`src/rtl/mem_pkg.sv`:
```
// mem_pkg: store-type encodings and lane helper shared by the store path.
package mem_pkg;
  localparam logic [3:0] ST_NONE  = 4'b0000;
  localparam logic [3:0] ST_WORD  = 4'b0001;
  localparam logic [3:0] ST_BYTE  = 4'b0010;
  localparam logic [3:0] ST_HALF  = 4'b0011;
  localparam logic [3:0] ST_DWORD = 4'b0100;
  function automatic int lanes(int data_w);
    return data_w / 8;
  endfunction
endpackage

```
`src/rtl/store_align.sv`:
```
// store_align: places store data on its byte lanes and flags misaligned or invalid stores.
module store_align
  import mem_pkg::*;
#(
  parameter int DATA_W = 32,
  localparam int LANES = lanes(DATA_W),
  localparam int OFF_W = $clog2(LANES)
) (
  input  logic [3:0]        st_type,
  input  logic [OFF_W-1:0]  off,
  input  logic [DATA_W-1:0] st_data,
  output logic [DATA_W-1:0] wdata,
  output logic [LANES-1:0]  byteen,
  output logic              misaligned,
  output logic              type_valid
);
  logic is_byte, is_half, is_word, is_dword;
  logic [DATA_W-1:0] mask;
  logic [LANES-1:0] base;
  always_comb begin
    is_byte = st_type == ST_BYTE;
    is_half = st_type == ST_HALF;
    is_word = st_type == ST_WORD;
    is_dword = st_type == ST_DWORD && DATA_W == 64;
    type_valid = is_byte || is_half || is_word || is_dword;
    misaligned = (is_half && off[0]) || (is_word && off[1:0] != 2'b00) || (is_dword && off != '0);
    mask = is_dword ? '1 : is_word ? DATA_W'(32'hffff_ffff) : is_half ? DATA_W'(16'hffff) :
           is_byte ? DATA_W'(8'hff) : '0;
    base = is_dword ? '1 : is_word ? LANES'(4'hf) : is_half ? LANES'(2'b11) :
           is_byte ? LANES'(1'b1) : '0;
    wdata = (st_data & mask) << {off, 3'b000};
    byteen = base << off;
  end
endmodule

```
`src/rtl/store_buffer.sv`:
```
// store_buffer: FIFO of lane-aligned stores drained to memory, with load-address hit detection.
module store_buffer
  import mem_pkg::*;
#(
  parameter int DATA_W = 32,
  parameter int ADDR_W = 32,
  parameter int DEPTH  = 4,
  localparam int LANES = lanes(DATA_W),
  localparam int CW    = $clog2(DEPTH + 1)
) (
  input  logic              clk,
  input  logic              reset,
  input  logic              st_valid,
  output logic              st_ready,
  input  logic [3:0]        st_type,
  input  logic [ADDR_W-1:0] st_addr,
  input  logic [DATA_W-1:0] st_data,
  output logic              st_excp,
  output logic              mem_valid,
  input  logic              mem_ready,
  output logic [ADDR_W-1:0] mem_addr,
  output logic [DATA_W-1:0] mem_wdata,
  output logic [LANES-1:0]  mem_byteen,
  input  logic              ld_valid,
  input  logic [ADDR_W-1:0] ld_addr,
  output logic              ld_hit,
  output logic [CW-1:0]     count,
  output logic              empty
);
  localparam int PW = $clog2(DEPTH);
  localparam int OFF_W = $clog2(LANES);
  typedef struct packed {
    logic [ADDR_W-1:0] addr;
    logic [DATA_W-1:0] wdata;
    logic [LANES-1:0]  byteen;
  } entry_t;
  entry_t fifo [DEPTH];
  logic [PW-1:0] wr_ptr, rd_ptr;
  logic [DATA_W-1:0] wdata;
  logic [LANES-1:0] byteen;
  logic misaligned, type_valid, push, pop;
  logic [ADDR_W-1:0] line_mask;
  store_align #(.DATA_W(DATA_W)) u_align (
    .st_type    (st_type),
    .off        (st_addr[OFF_W-1:0]),
    .st_data    (st_data),
    .wdata      (wdata),
    .byteen     (byteen),
    .misaligned (misaligned),
    .type_valid (type_valid)
  );
  assign line_mask = ~ADDR_W'(LANES - 1);
  assign empty = count == '0;
  assign st_ready = count != CW'(DEPTH);
  assign mem_valid = !empty;
  assign st_excp = st_valid && type_valid && misaligned;
  assign push = st_valid && st_ready && type_valid && !misaligned;
  assign pop = mem_valid && mem_ready;
  assign mem_addr = empty ? '0 : fifo[rd_ptr].addr;
  assign mem_wdata = empty ? '0 : fifo[rd_ptr].wdata;
  assign mem_byteen = empty ? '0 : fifo[rd_ptr].byteen;
  // Entry i is occupied when its distance from the head is below count.
  always_comb begin
    ld_hit = 1'b0;
    for (int i = 0; i < DEPTH; i++)
      ld_hit = ld_hit || (ld_valid && CW'(PW'(i) - rd_ptr) < count && fifo[i].addr == (ld_addr & line_mask));
  end
  always_ff @(posedge clk)
    if (push) fifo[wr_ptr] <= '{addr: st_addr & line_mask, wdata: wdata, byteen: byteen};
  always_ff @(posedge clk) begin
    if (reset) begin
      wr_ptr <= '0;
      rd_ptr <= '0;
      count <= '0;
    end else begin
      if (push) wr_ptr <= wr_ptr + 1'b1;
      if (pop) rd_ptr <= rd_ptr + 1'b1;
      count <= count + CW'(push) - CW'(pop);
    end
  end
endmodule

```
`config.mk`:
```
export PLATFORM = sky130hd
export DESIGN_NAME = store_buffer
export DESIGN_NICKNAME = d
export VERILOG_FILES = /design/src/rtl/mem_pkg.sv /design/src/rtl/store_align.sv /design/src/rtl/store_buffer.sv
export SDC_FILE = /design/constraint.sdc
export NUM_CORES = 1
export LEC_CHECK = 0
export ABC_AREA = 1
export BUFFER_PORTS_ARGS = -buffer_cell sky130_fd_sc_hd__buf_4
export CELL_PAD_IN_SITES_DETAIL_PLACEMENT = 2
export CELL_PAD_IN_SITES_GLOBAL_PLACEMENT = 2
export CORE_MARGIN = 2
export CORE_UTILIZATION = 36
export CTS_CLUSTER_DIAMETER = 60
export DETAILED_ROUTE_END_ITERATION = 8
export HOLD_SLACK_MARGIN = 0.08
export PLACE_DENSITY_LB_ADDON = 0.3
export SYNTH_ARGS = -nofsm -noshare
export SYNTH_HDL_FRONTEND = slang
export SYNTH_SLANG_ARGS = --single-unit
```
`constraint.sdc`:
```
create_clock -name clk -period 5.9 [get_ports clk]
set_input_delay 0.885 -clock clk [delete_from_list [all_inputs] [get_ports clk]]
set_output_delay 0.885 -clock clk [all_outputs]
set_load 0.02 [all_outputs]
```
==> flow_summary.ini, run 1 <==
[sta]
max_freq_mhz = 232.1
grt_setup_unrepaired = false
skew_ns = 0.01184
hold_viol = 0
setup-violations-final = 0
slew-limit-headroom = 0.2634
period_share = 0.7304
tns_ns = 0
report.final.slew_viol_count = 0
fin_crit_ns = 4.309
tightest_slew_ns = 1.105

[logic_synthesis]
yosysUniqueCellTypes = 37
synthTopCellsByArea = edfxtp_1, nor2_1, nand2_1
yosysTopAreaCellShare = 0.5892
async_flop_share = 0
ys_ff_latch = 273
yosysMostFrequentCell = nor2_1
synth.largest_area_cell = edfxtp_1
synth-main-ff-cell = edfxtp_1
ys_top_cells_by_count = nor2_1, nand2_1, edfxtp_1
syn_area_um2 = 13460
avgSynthCellArea_um2 = 9.260
yosysWarnings = 0
netlist_instances = 1453
seq_area_frac_synth = 0.6026
synth_edf_count = 264

[finish]
areaGrowthSynthToFinish_pct = 21.33
diodes = 0
drive_gt1_frac = 0.1719
final_nets = 1737
design_area_um2 = 16330

[worst_setup_path]
r2r-end = count[2]$_SDFF_PP0_
path_common_cell = buf_4
cp_cell_sequence = clkinv_2 > buf_4 > o21ai_0 > a21oi_1 > buf_4
rr_startpoint = count[0]$_SDFF_PP0_
cp_slowest_cell = clkinv_2
path_class = reg -> out
cp_max_fo = 68
worst-path-buf-inv = 3
startpoint_type = flip-flop
r2r_slack_ns = 3.01
reg2reg_depth = 11
cp.required_ns = 5.02
arrival_ns = 3.42
cpLargestDelayFamily = buffers and inverters
slowest_delay_ns = 0.95
cp-end-kind = primary output

[clock_network]
ctsHoldBuffers = 0
cts-root-buf = clkbuf_16
cts_tree = done
insertion_delay_ns = 0.52
cts.htree.levels = 2
cts_resized = 0
numCtsBuffers = 35
post_cts_buffers = 0
cts_buffer_depth = 3
cts_sinks = 273
cts.reportedPaths.clkPinSlew_ns = 0.06

[power_and_ir_drop]
p_leak_nw = 6.528
vdd_ir_drop_max_mv = 0.2356
power_density_nw_per_um2 = 405.6

[hold_path]
worstHoldEndpoint = count[0]$_SDFF_PP0_
whs_path_depth = 2
worstHoldStart = reset
hp-class = in -> reg

[place]
portBuffers = 176
gp_congestion = 0.8848
hpwlAfterDp_mm = 33.38
postPlaceCellArea_um2 = 15230

[floorplanning]
design.core.area_um2 = 36700
num_rows = 70
fp.dieArea_um2 = 38940
io_pins = 181
start_util = 0.3667
die_width_um = 197.3
die_y_um = 197.3

[drt]
routed_wl_mm = 48.71
viasPerCell = 5.264
post-route-drc-count = 0
vias = 11070
drt_pass1_iterations = 5
ant_nets = 0
wire_per_inst_um = 23.16
drt_iter0_drc = 611

[global_route]
gr-total-overflow = 0
antenna_found_initial = 0
grt_pass1_wl_mm = 73.28
grt_pass1_vias = 12170
grtUsageTotal = 0.2526
grt_max_degree = 94

[outcome]
status = finished clean

[flow_run]
max_cap_viol_count = 0
## worst reg2reg max path, stage by stage, from the launching register on
cell and delay, ns:
dfxtp_1 0.42, nor3_4 0.22, buf_4 0.56, inv_2 0.09, nand2_1 0.21, inv_1 0.07, ha_1 0.27, inv_1 0.04
ha_1 0.18, fa_1 0.43, and3_1 0.21, nor3_1 0.11
## cell usage in the layout (no fill, tap or decap), types with 5 or more instances in the layout
master and count:
nor2_1 271, nand2_1 270, edfxtp_1 264, buf_4 188
o21ai_0 131, a21oi_1 126, inv_1 115, o21ai_1 60
clkbuf_16 37, inv_2 25, xor2_1 16, ha_1 15
nand3_1 14, xnor2_1 12, nor3_1 10, o211ai_1 10
clkinv_2 8, nand4_1 8, dfxtp_1 7, clkinv_1 6
nor2_4 5, a31oi_1 5, o31ai_1 5
## flip-flops by register name, summed over array words and instances (netlist names), named ones only
register,count
fifo,264
rd_ptr,2
count,3
wr_ptr,2
## stage by stage
| stage | hold WS, ns | power, mW | std cells | util | worst slack (ns) |
|---|---|---|---|---|---|
| finish | 0.5525 | 6.622 | 2103 | 0.4449 | 1.591 |
| global route | 0.5511 | 6.948 | 2103 | 0.4449 | 1.310 |
| CTS | 0.5417 | 6.708 | 2103 | 0.4449 | 1.476 |
| detailed placement | 0.5614 | 4.618 | 2047 | 0.4150 | 2.065 |
| global placement | 0.5306 | 4.543 | 2047 | 0.4150 | 2.155 |
| floorplan | 0.4965 | 3.585 | 1454 | - | 1.145 |
## worst max path at each step
stage | depth (start not counted) | slack (ns) | to | from
after floorplan | 7 | 1.15 | fifo[0][0]$_DFFE_PP_ | st_type[3]
after global placement | 6 | 2.15 | mem_addr[2] | flip-flop
after detailed placement | 6 | 2.06 | mem_addr[2] | flip-flop
after CTS | 6 | 1.48 | mem_addr[2] | flip-flop
after global routing | 6 | 1.31 | mem_addr[2] | flip-flop
final | 5 | 1.59 | mem_wdata[17] | flip-flop
## cell families (layout without fill, tap and decap cells)
family                     Yosys count  count (layout)  share of synthesized area
xor gates and xnor gates            28              28                    0.01823
buffers and inverters              209             390                    0.06202
adders and majority gates           16              16                    0.01544
AOI/OAI and AO/OA                  341             341                     0.1312
and+or+nand+nor                    585             585                     0.1703
other                                1               2                  0.0002787
DFF                                273             273                     0.6026
## layer usage
metal  GRT usage  vias up  wire (um)
met4     0.08104        0       1396
li1            -     5190          -
met2      0.4697      255      25420
met5           0        -          0
met3     0.03671       68       2178
met1      0.2985     5557      19720
## layout make-up
type | instances | area [um^2]
Timing Repair Buffer | 189 | 1431
Clock inverter | 15 | 153.9
Clock buffer | 41 | 940.9
Sequential cell | 273 | 8113
Tap cell | 468 | 585.6
Fill cell | 4001 | 20370
Multi-Input combinational cell | 972 | 4553
Inverter | 145 | 548.0
## report_power, final
group          total (mW)  switching [mW]  internal [mW]
Combinational        2.31            1.55          0.758
Sequential           2.24          0.0678           2.17
Clock                2.07           0.806           1.26
Note: power is estimated with default switching activity, not from simulation.
==> inputs of run 2 (changes only) <==
==> constraint.sdc (replaced) <==
create_clock -name clk -period 4 [get_ports clk]
set_input_delay 0.6 -clock clk [delete_from_list [all_inputs] [get_ports clk]]
set_output_delay 0.6 -clock clk [all_outputs]
set_load 0.02 [all_outputs]
==> run 2 against run 1 <==
Die area did not move. Sequential power rose by 48%. Hold slack got worse by 0.29 ns. Non-clock buffer count rose by 7. Setup slack got worse by 1.0 ns. Global-route usage barely moved. Sequential cell count did not move. Design area rose by 0.64%. Critical path depth rose by 1. Critical endpoint is now mem_addr[25]. Largest power group unchanged. Highest routed layer unchanged.
==> flow_summary.ini, run 2 (synthesized netlist as in run 1, its figures left out) <==
[outcome]
status = finished clean

[finish]
finish.utilization = 0.4477
design_area_um2 = 16430
drive_gt1_frac = 0.1768
layout_commonest_cell = nor2_1
layout_common_cells = nor2_1, nand2_1, edfxtp_1
largestRegisters = fifo: 264 flops, count: 3 flops
largest_register_ffs = 264
final_nets = 1745
areaGrowthSynthToFinish_pct = 22.10
largest-register = fifo

[sta]
grt_setup_unrepaired = false
slew-limit-headroom = 0.3136
fin_crit_ns = 3.419
tightest_slew_ns = 1.030
fin_hold_ws_ns = 0.2643
max_freq_mhz = 292.5
period_share = 0.8548
setup-violations-final = 0
report.final.slew_viol_count = 0
tns_ns = 0
skew_ns = 0.008012
hold_viol = 0

[worst_setup_path]
path_class = reg -> out
cp-end-kind = primary output
cp.required_ns = 3.40
arrival_ns = 2.82
cp_max_fo = 38
startpoint_type = flip-flop

[floorplanning]
fp.dieArea_um2 = 38940
num_rows = 70
die_width_um = 197.3
die_y_um = 197.3
design.core.area_um2 = 36700
io_pins = 181
start_util = 0.3667

[global_route]
grt_max_degree = 74
gr-total-overflow = 0
grt_pass1_vias = 12420
antenna_found_initial = 0
grt_pass1_wl_mm = 72.99
grtUsageTotal = 0.2525

[drt]
wire_per_inst_um = 23.05
routed_wl_mm = 48.75
drt_iter0_drc = 577
drt_pass1_iterations = 5
vias = 11150
ant_nets = 0
post-route-drc-count = 0
viasPerCell = 5.274

[place]
hpwlAfterDp_mm = 33.62
portBuffers = 176
postPlaceCellArea_um2 = 15320
gp_congestion = 0.8958

[clock_network]
cts.reportedPaths.clkPinSlew_ns = 0.06
cts-root-buf = clkbuf_16
cts_resized = 0
post_cts_buffers = 0
cts_tree = done
insertion_delay_ns = 0.53
ctsHoldBuffers = 0
numCtsBuffers = 36
cts_sinks = 273
cts_buffer_depth = 3
cts.htree.levels = 2

[power_and_ir_drop]
vdd_ir_drop_max_mv = 0.3866
p_leak_nw = 6.585
power_density_nw_per_um2 = 599.0

[hold_path]
hp-class = in -> reg

[flow_run]
max_cap_viol_count = 0
==> run 2: cell types whose count changed in the layout (fill, tap and decap cells not counted) <==
| cell | change |
|---|---|
| diode_2 | +1 |
| clkinv_4 | +2 |
| clkinv_1 | +2 |
| inv_6 | +1 |
| bufinv_16 | -1 |
| buf_4 | +4 |
| inv_8 | +1 |
| clkbuf_1 | -1 |
| buf_12 | +3 |
==> run 2: final cells by class <==
type | count | area, um^2
diodes | 1 | 2.502
clock buffers | 40 | 937.1
repair buffers | 196 | 1521
flip-flops and latches | 273 | 8113
inverters | 145 | 548.0
fillers | 3965 | 20270
well taps | 468 | 585.6
clock inverters | 20 | 168.9
multi-input cells | 972 | 4553
==> run 2: path summary, 6_finish.rpt <==
check	from	to	depth (start not counted)	slack, ns
max	flip-flop	mem_addr[25]	6	0.58
min	st_addr[28]	fifo[1][62]$_DFFE_PP_	1	0.26
min reg2reg	wr_ptr[1]$_SDFFE_PP0P_	wr_ptr[1]$_SDFFE_PP0P_	2	0.56
max reg2reg	count[0]$_SDFF_PP0_	count[2]$_SDFF_PP0_	11	1.43
==> run 2: worst max-delay path: stages (launching register included) <==
cell,delay (ns)
dfxtp_4,0.66
clkinv_2,0.52
buf_12,0.33
a21oi_1,0.14
o21ai_0,0.15
a21oi_1,0.27
buf_4,0.21
==> run 2: where the power goes <==
| group | switching (mW) | total [mW] | internal, mW |
|---|---|---|---|
| combinational | 2.31 | 3.46 | 1.15 |
| clock | 1.26 | 3.08 | 1.82 |
| sequential | 0.102 | 3.31 | 3.21 |
==> run 2: metal layers <==
metal  up-vias  GRT usage  routed length (um)
li1       5218          -                   -
met4         0     0.1016                1872
met3        84    0.04251                2269
met1      5581     0.2984               19660
met5         -          0                   0
met2       271     0.4553               24950
==> run 2: per-stage QoR <==
step | instances | power (mW) | setup slack [ns]
6_report | 2115 | 9.841 | 0.5808
5_1_grt | 2114 | 10.35 | 0.4303
3_3_place_gp | 2054 | 6.750 | 1.043
4_1_cts | 2114 | 9.973 | 0.5039
3_5_place_dp | 2054 | 6.861 | 0.9970
2_1_floorplan | 1454 | 5.287 | -0.4697
==> inputs of run 3 (changes only) <==
--- a/config.mk
+++ b/config.mk
@@ -17,4 +17,5 @@
 export PLACE_DENSITY_LB_ADDON = 0.3
 export SYNTH_ARGS = -nofsm -noshare
 export SYNTH_HDL_FRONTEND = slang
+export SYNTH_HIERARCHICAL = 1
 export SYNTH_SLANG_ARGS = --single-unit
==> run 3 against run 2 <==
First-iteration DRC count increased by 0.87%. Cell count increased by 3.5%. Setup slack improved by 0.25 ns. Sequential share of layout area decreased by 0.66 points. Fmax increased by 7.9%. Hold slack improved by 0.010 ns. Sequential cell count unchanged. Sequential power about the same. Highest routed layer is now met5. Largest power group unchanged. Largest cell class unchanged. Global-route usage increased by 0.27 points.
==> flow_summary.ini, run 3 <==
[power_and_ir_drop]
p_leak_nw = 6.776
vdd_ir_drop_max_mv = 0.5392
switching_share = 0.3632
power_mw = 9.898
p_clk_frac = 0.323
internal_power_mw = 6.303
switching_power_mw = 3.595
power_density_nw_per_um2 = 594.4
seq_power_share = 0.332
combPwrFrac = 0.345

[logic_synthesis]
synth_xor_area_frac = 0.02112
netlist_instances = 1478
avgSynthCellArea_um2 = 9.257
synthAdderAreaFrac = 0.01518
ys_top_cells_by_count = nand2_1, nor2_1, edfxtp_1
synth.largest_area_cell = edfxtp_1
yosysTopAreaCellShare = 0.5794
synth-main-ff-cell = edfxtp_1
async_flop_share = 0
yosysWarnings = 6
synthSimpleGateAreaFrac = 0.1948
synth_top_family_by_area = simple AND/OR/NAND/NOR gates
yosysUniqueCellTypes = 33
yosysMostFrequentCell = nand2_1
syn_area_um2 = 13680
ys_ff_latch = 273
synth_edf_count = 264
muxShareOfSynthArea = 0
synthTopCellsByArea = edfxtp_1, nand2_1, nor2_1
seq_area_frac_synth = 0.5926
synth_compound_area_frac = 0.1094

[floorplanning]
fp.dieArea_um2 = 39580
start_util = 0.3641
num_rows = 71
io_pins = 181
design.core.area_um2 = 37580
die_y_um = 199.0
die_width_um = 199.0

[finish]
areaGrowthSynthToFinish_pct = 21.71
layout_common_cells = nand2_1, nor2_1, edfxtp_1
largest_register_ffs = 264
largestRegisters = fifo: 264 flops, count: 3 flops
largest-register = fifo
layout_commonest_cell = nand2_1
final_nets = 1769
drive_gt1_frac = 0.1828
design_area_um2 = 16650
finish.utilization = 0.4431

[worst_setup_path]
path_common_cell = nor2_1
crit_start = count[2]$_SDFF_PP0_
r2r_slack_ns = 1.52
cp-end-kind = primary output
rr_startpoint = count[1]$_SDFF_PP0_
worst-path-buf-inv = 2
cp_cell_sequence = inv_1 > ha_1 > nor2_1 > nand2_1 > nor2_1 > nand2_1 > nor2_1 > nand3_1 > nor2_1 > nor2_1 > nand2_1 > buf_4
cp_slowest_cell = dfxtp_1
startpoint_type = flip-flop
cp_max_fo = 6
cpLargestDelayFamily = simple AND/OR/NAND/NOR gates
slowest_delay_ns = 0.53
cp-endpoint = ld_hit
reg2reg_depth = 9
path_class = reg -> out
arrival_ns = 2.57
r2r-end = count[2]$_SDFF_PP0_
cp.required_ns = 3.40
cp.depth = 12

[clock_network]
cts_sinks = 273
cts.htree.levels = 2
cts_buffer_depth = 3
ctsHoldBuffers = 0
numCtsBuffers = 36
cts_resized = 0
cts.reportedPaths.clkPinSlew_ns = 0.06
post_cts_buffers = 0
cts-root-buf = clkbuf_16
cts_tree = done
insertion_delay_ns = 0.53

[drt]
routed_wl_mm = 49.79
post-route-drc-count = 0
drt_pass1_iterations = 4
viasPerCell = 5.164
vias = 11300
wire_per_inst_um = 22.76
ant_nets = 0
drt_iter0_drc = 582

[sta]
slew-limit-headroom = 0.4587
tightest_slew_ns = 0.8120
max_freq_mhz = 315.5
skew_ns = 0.01742
fin_crit_ns = 3.170
hold_viol = 0
report.final.slew_viol_count = 0
period_share = 0.7925
setup-violations-final = 0
grt_setup_unrepaired = false

[global_route]
grt_pass1_wl_mm = 74.10
grtUsageTotal = 0.2552
antenna_found_initial = 5
grt_max_degree = 69
gr-total-overflow = 0
grt_pass1_vias = 12400

[flow_run]
max_cap_viol_count = 0

[hold_path]
hp-class = in -> reg

[place]
postPlaceCellArea_um2 = 15480
portBuffers = 176
hpwlAfterDp_mm = 34.67
gp_congestion = 0.8459

[outcome]
status = finished clean
[run 3: worst min-delay path by stage]
stage                                 from                      to  slack [ns]  depth (start not counted)
floorplan           wr_ptr[1]$_SDFFE_PP0P_  wr_ptr[1]$_SDFFE_PP0P_        0.50                          2
global route                   st_addr[28]   fifo[1][62]$_DFFE_PP_        0.26                          1
detailed placement  wr_ptr[1]$_SDFFE_PP0P_  wr_ptr[1]$_SDFFE_PP0P_        0.56                          2
CTS                            st_addr[19]   fifo[2][53]$_DFFE_PP_        0.25                          1
global placement    wr_ptr[1]$_SDFFE_PP0P_  wr_ptr[1]$_SDFFE_PP0P_        0.53                          2
finish                         st_addr[19]   fifo[2][53]$_DFFE_PP_        0.27                          1
[run 3: worst register-to-register path, stage by stage (launching register included)]
cell,delay [ns]
dfxtp_1,0.47
inv_1,0.23
nand3_2,0.18
nand4_4,0.24
ha_1,0.38
inv_1,0.04
ha_1,0.19
fa_1,0.42
xnor2_1,0.19
nor2_1,0.05
[run 3: final cells by class]
type,count,area [um^2]
tap,511,639.4
timing repair buffer,196,1496
inverter,141,533.0
sequential,273,8113
fill,4087,20930
clock inverter,18,197.7
multi-input combinational,1000,4696
clock buffer,46,969.7
antenna,3,7.507
[run 3: metal layers]
| layer | up-vias | track usage | routed length, um |
|---|---|---|---|
| met4 | 4 | 0.09121 | 1376 |
| met1 | 5669 | 0.2998 | 20170 |
| met2 | 271 | 0.4672 | 25950 |
| met3 | 72 | 0.04307 | 2274 |
| li1 | 5282 | - | - |
| met5 | - | 0 | 22 |
[run 3: cells by family after synthesis]
kind of cell,after synthesis
and+or+nand+nor,657
other,1
DFF,273
xor gates and xnor gates,33
buffers and inverters,206
adders and majority gates,16
AOI/OAI and AO/OA,292
[run 3: power groups by stage]
stage / registers [mW] / clock network [mW] / logic, mW
3_5_place_dp: 3.35 / 0 / 3.44
2_1_floorplan: 3.31 / 0 / 2.03
5_1_grt: 3.30 / 3.37 / 3.73
3_3_place_gp: 3.34 / 0 / 3.33
6_report: 3.29 / 3.20 / 3.41
4_1_cts: 3.29 / 3.28 / 3.48
[run 3: through the flow]
stage               setup WS, ns  hold WS (ns)  TNS [ns]  instances
finish                    0.8302        0.2746         0       2188
global route              0.6575        0.2562         0       2188
CTS                       0.7882        0.2473         0       2185
detailed placement        0.8999        0.5634         0       2121
global placement           1.005        0.5267         0       2121
floorplan                -0.6323        0.5005   -166.92       1479
